**src/rtl/uart_rx_pkg.sv**
```systemverilog
// Shared definitions for the UART receiver: the frame FSM states and the
// number of data bits carried by one frame.
package uart_rx_pkg;

   localparam int FRAME_BITS = 8;

   typedef enum logic [2:0] {
      IDLE,
      START,
      DATA,
      STOP,
      DONE
   } rx_state_t;

endpackage

```
**src/rtl/sync_2ff.sv**
```systemverilog
// Two-flop synchronizer for a single asynchronous input. Both flops reset to 1
// so an idle-high serial line never looks like a start bit coming out of reset.
module sync_2ff (
   input  logic clk,
   input  logic rst_n,
   input  logic d,
   output logic q
);

   logic meta;

   // NOTE: sequential state is always assigned with <= so every flop samples
   // the pre-edge value of its neighbour, which keeps the two stages distinct.
   always_ff @(posedge clk) begin
      if (!rst_n) begin
         meta <= 1'b1;
         q    <= 1'b1;
      end else begin
         meta <= d;
         q    <= meta;
      end
   end

endmodule

```
**src/rtl/uart_rx.sv**
```systemverilog
// 8N1 UART receiver. Samples the synchronized line at mid-bit and presents a
// complete byte on data_out together with a single-cycle rd_done pulse.
module uart_rx
   import uart_rx_pkg::*;
#(
   parameter int SEQ       = 100_000_000,
   parameter int BAUD_RATE = 9600
) (
   input  logic       clk,
   input  logic       rst_n,
   input  logic       rd_en,
   input  logic       RX,
   output logic [7:0] data_out,
   output logic       rd_done
);

   localparam int CLKS_PER_BIT = SEQ / BAUD_RATE;
   localparam int HALF_BIT     = CLKS_PER_BIT / 2;
   localparam int CNT_W        = (CLKS_PER_BIT > 1) ? $clog2(CLKS_PER_BIT) : 1;
   localparam int IDX_W        = $clog2(FRAME_BITS);

   localparam logic [CNT_W-1:0] BIT_LAST  = CNT_W'(CLKS_PER_BIT - 1);
   localparam logic [CNT_W-1:0] HALF_LAST = CNT_W'(HALF_BIT - 1);
   localparam logic [IDX_W-1:0] IDX_LAST  = IDX_W'(FRAME_BITS - 1);

   logic                  rx_s;
   rx_state_t             state_q,  state_n;
   logic [CNT_W-1:0]      cnt_q,    cnt_n;
   logic [IDX_W-1:0]      idx_q,    idx_n;
   logic [FRAME_BITS-1:0] shift_q,  shift_n;
   logic [7:0]            data_q,   data_n;

   sync_2ff u_sync (
      .clk   (clk),
      .rst_n (rst_n),
      .d     (RX),
      .q     (rx_s)
   );

   always_ff @(posedge clk) begin
      if (!rst_n) begin
         state_q <= IDLE;
         cnt_q   <= '0;
         idx_q   <= '0;
         shift_q <= '0;
         data_q  <= 8'h00;
      end else begin
         state_q <= state_n;
         cnt_q   <= cnt_n;
         idx_q   <= idx_n;
         shift_q <= shift_n;
         data_q  <= data_n;
      end
   end

   // NOTE: every signal written here is given a default first, so no path
   // through the case statement can leave it unassigned and infer a latch.
   always_comb begin
      state_n = state_q;
      cnt_n   = cnt_q;
      idx_n   = idx_q;
      shift_n = shift_q;
      data_n  = data_q;

      unique case (state_q)
         IDLE: begin
            if (rd_en && !rx_s) begin
               cnt_n   = '0;
               state_n = START;
            end
         end
         START: begin
            if (cnt_q == HALF_LAST) begin
               cnt_n   = '0;
               idx_n   = '0;
               state_n = rx_s ? IDLE : DATA;
            end else begin
               cnt_n = cnt_q + 1'b1;
            end
         end
         DATA: begin
            if (cnt_q == BIT_LAST) begin
               cnt_n   = '0;
               shift_n = {rx_s, shift_q[FRAME_BITS-1:1]};
               if (idx_q == IDX_LAST) begin
                  idx_n   = '0;
                  state_n = STOP;
               end else begin
                  idx_n = idx_q + 1'b1;
               end
            end else begin
               cnt_n = cnt_q + 1'b1;
            end
         end
         STOP: begin
            if (cnt_q == BIT_LAST) begin
               cnt_n = '0;
               // A low stop bit is a framing error: the byte is dropped.
               if (rx_s) begin
                  data_n  = shift_q;
                  state_n = DONE;
               end else begin
                  state_n = IDLE;
               end
            end else begin
               cnt_n = cnt_q + 1'b1;
            end
         end
         DONE: begin
            state_n = IDLE;
         end
         default: begin
            state_n = IDLE;
         end
      endcase
   end

   assign data_out = data_q;
   assign rd_done  = (state_q == DONE);

endmodule

```
**config.mk**
```make
export PLATFORM = sky130hd
export DESIGN_NAME = uart_rx
export DESIGN_NICKNAME = d
export VERILOG_FILES = /design/src/rtl/uart_rx_pkg.sv /design/src/rtl/sync_2ff.sv /design/src/rtl/uart_rx.sv
export SDC_FILE = /design/constraint.sdc
export NUM_CORES = 1
export LEC_CHECK = 0
export ABC_AREA = 1
export BUFFER_PORTS_ARGS = -buffer_cell sky130_fd_sc_hd__buf_2
export CAP_MARGIN = 20
export CORE_MARGIN = 2
export CORE_UTILIZATION = 51
export CTS_CLUSTER_DIAMETER = 60
export DETAILED_ROUTE_END_ITERATION = 7
export HOLD_SLACK_MARGIN = 0.15
export PLACE_DENSITY = 0.75
export SYNTH_ARGS = -nofsm -noshare
export SYNTH_HDL_FRONTEND = slang
export SYNTH_SLANG_ARGS = --single-unit
```
**constraint.sdc**
```tcl
create_clock -name clk -period 4 [get_ports clk]
set_clock_uncertainty 0.15 [all_clocks]
set_input_delay 0.4 -clock clk [delete_from_list [all_inputs] [get_ports clk]]
set_output_delay 0.4 -clock clk [all_outputs]
set_load 0.005 [all_outputs]
```
==> metrics.md <==
| Metric | Value |
|---|---|
| Relative slew slack | `0.705` |
| Routability cong. | `0.904` |
| Compound-cell area share of the yosys netlist | `0.165` |
| DR iter-0 viols | `84` |
| Final Critical Period | `1.85 ns` |
| Mean area per synthesized cell | `7.09 um2` |
| Final core occ | `0.575` |
| Largest family of logic cells by synthesized area | `simple AND/OR/NAND/NOR gates` |
| PwrDens | `364 nW/um2` |
| Post-synthesis xor/xnor area fraction | `0.00466` |
| Final WS setup | `2.15 ns` |
| Status | `complete, no violations` |
| RSZ-0062 raised after global routing | `no` |
| Post-Synth Simple-Gate Area | `0.301` |
| Port Buf Inserts | `12` |
| Yosys warnings | `0` |
| # placed instances | `320` |
| Max Cap Violations | `0` |
| Initial Utilization | `0.521` |
| Final std cells w/o fill | `329` |
| Worst-path clk slew | `0.07 ns` |
| Synth Cell Area | `1880 um2` |
| Slew Limit Fails | `0` |
| Total Routing Usage GR | `0.187` |
| Clock Path Buffers | `2` |
| Mapped Nets | `272` |
| Setup TNS | `0 ns` |
| Endpoints failing setup | `0` |
| Clock root buffer | `clkbuf_8` |
| Remaining DRCs | `0` |
| Mux share of post-synthesis cell area | `0` |
| Final period utilization | `0.464` |
| FF+latch count, synth | `38` |
| Leakage | `0.839 nW` |
| Synth-to-layout area growth | `10.3%` |
| Core area | `3610 um2` |
| Global-route wire length before repair | `6060 um` |
| Chip width | `64.7 um` |
| Sink Count | `38` |
| Inserted Clock Buffers | `5` |
| DRT Pass-1 Iters | `5` |
| Worst VDD drop | `0.000224 V` |
| Sequential area share after synthesis | `0.405` |
| ANT nets after route | `0` |
| HP Class | `reg -> reg` |
| CTS tree | `yes` |
| Fmax | `0.539 GHz` |
| Crit. End Element | `register` |
| Die area | `4190 um2` |
| Critical path class | `reg -> reg` |
| Largest net degree at the start of global routing | `26` |
| Post-synthesis adder-cell area fraction | `0.0200` |
| Worst slew pin tran | `0.442 ns` |
| DP Worst Slack | `2.17 ns` |
| Final Hold Fails | `0` |
| CP Data Required Time | `4.02 ns` |
| Proportion of layout cells with a drive suffix above 1 | `0.142` |
| Via density | `4.98` |
| Startpoint Class | `register` |
| ANT cells | `0` |
| Arrival @ worst endpoint | `1.88 ns` |
| Detail Placement HPWL | `2460 um` |
| Cell Area, Placed | `1970 um2` |
| Post-Route WL | `3480 um` |
| Drt wl/cell | `10.6 um` |
| Cells after Synth | `265` |
| Rows | `22` |
| H-tree depth | `2` |
| Peak fanout along the critical path | `10` |
| GRT overflow | `0` |
| Vias post-DR | `1,637` |
| Yosys cell types | `31` |
| Top Ports | `13` |
| Die Y | `64.7 um` |
| Initial antenna violation count | `0` |
| Vias in the first global route | `1,373` |
| Worst-skew pair later-pin latency | `0.29 ns` |
| Fin area | `2070 um2` |
| Nets | `287` |
power breakdown:
| part | total, mW | leakage [nW] | internal (mW) | switching [mW] |
|---|---|---|---|---|
| Combinational | 0.0906 | 0.485 | 0.0276 | 0.0630 |
| Sequential | 0.394 | 0.307 | 0.386 | 0.00719 |
| Clock | 0.271 | 0.0472 | 0.138 | 0.132 |
| Total | 0.755 | 0.839 | 0.552 | 0.203 |
final cells by class:
| class | instances | area [um2] |
|---|---|---|
| Fill cell | 360 | 1530 |
| Sequential cell | 38 | 761 |
| Clock inverter | 2 | 12.5 |
| Clock buffer | 6 | 82.6 |
| Inverter | 44 | 165 |
| Tap cell | 48 | 60.1 |
| Timing Repair Buffer | 13 | 70.1 |
| Multi-Input combinational cell | 178 | 922 |
Yosys cell counts, drive strengths merged:
cell | count | area (um2)
nand2 | 59 | 244
inv | 44 | 165
dfxtp | 38 | 761
a21oi | 31 | 155
nor2 | 29 | 135
o21ai | 23 | 126
nor3 | 14 | 101
nand3 | 10 | 60.1
buf | 3 | 23.8
ha | 3 | 37.5
clkbuf | 2 | 7.51
nand4 | 2 | 12.5
or2 | 2 | 12.5
a31oi | 1 | 6.26
o211ai | 1 | 7.51
o21bai | 1 | 7.51
o31ai | 1 | 7.51
xnor2 | 1 | 8.76
critical path, stage by stage (launching register included):
cell and delay [ns]:
dfxtp_1 0.38, ha_1 0.22, nand2_1 0.08, inv_1 0.09
nand2_1 0.06, nor2_1 0.08, nand2_1 0.09, nand2_4 0.11
nand2_4 0.14, o21ai_4 0.25, nor3_1 0.08
metal layers:
metal,track usage,vias to the layer above,wire length (um)
met5,0,-,0
met4,0.0798,0,46
met3,0.0573,4,161
met2,0.276,38,1410
met1,0.253,724,1870
li1,-,871,-
path summary, 6_finish.rpt:
kind               start  endpoint  slack, ns  depth (start not counted)
max             cnt_q[0]  cnt_q[9]       2.15                         10
min          u_sync.meta  u_sync.q       0.27                          1
max reg2reg     cnt_q[0]  cnt_q[9]       2.15                         10
min reg2reg  u_sync.meta  u_sync.q       0.27                          1
per-stage QoR:
| stage | hold WS [ns] | total power [mW] |
|---|---|---|
| 2_1_floorplan | 0.243 | 0.477 |
| 3_3_place_gp | 0.243 | 0.491 |
| 3_5_place_dp | 0.253 | 0.491 |
| 5_1_grt | 0.294 | 0.791 |
| 4_1_cts | 0.271 | 0.765 |
| 6_report | 0.269 | 0.755 |
sequential cells by signal, summed over array words and instances (netlist names):
register and count:
u_sync.q 1, idx_q 3, state_q 3, u_sync.meta 1, data_out 8, cnt_q 14
shift_q 8
cell families (layout without fill, tap and decap cells):
| logic type | Yosys count | after routing |
|---|---|---|
| xor+xnor | 1 | 1 |
| compound gates | 58 | 58 |
| fa+ha+maj | 3 | 3 |
| simple gates | 116 | 116 |
| buf+inv | 49 | 65 |
| flops | 38 | 38 |
placed cells by master (no fill, tap or decap), types with 2 or more instances in the layout:
| cell type | Yosys | final |
|---|---|---|
| clkbuf_8 | 0 | 6 |
| nand2_1 | 54 | 54 |
| nand2_4 | 2 | 2 |
| inv_2 | 2 | 2 |
| inv_1 | 42 | 42 |
| ha_1 | 3 | 3 |
| o21ai_1 | 2 | 2 |
| nor2_1 | 26 | 26 |
| or2_2 | 2 | 2 |
| nand3_1 | 8 | 8 |
| o21ai_0 | 20 | 20 |
| nand3_2 | 2 | 2 |
| dfxtp_1 | 38 | 38 |
| a21oi_1 | 31 | 31 |
| nand4_1 | 2 | 2 |
| nor3_1 | 9 | 9 |
| buf_2 | 1 | 12 |
| nand2_2 | 3 | 3 |
| nor3_2 | 4 | 4 |
what timing repair did:
action                                  4_1_cts  5_1_grt
hold buffers                                  1        0
resized for setup                             0        0
endpoints found under the hold margin         1        0
buffers inserted                              0        0
endpoints found under the setup margin        0        0
No activity file was read; power rests on OpenSTA's default activity.
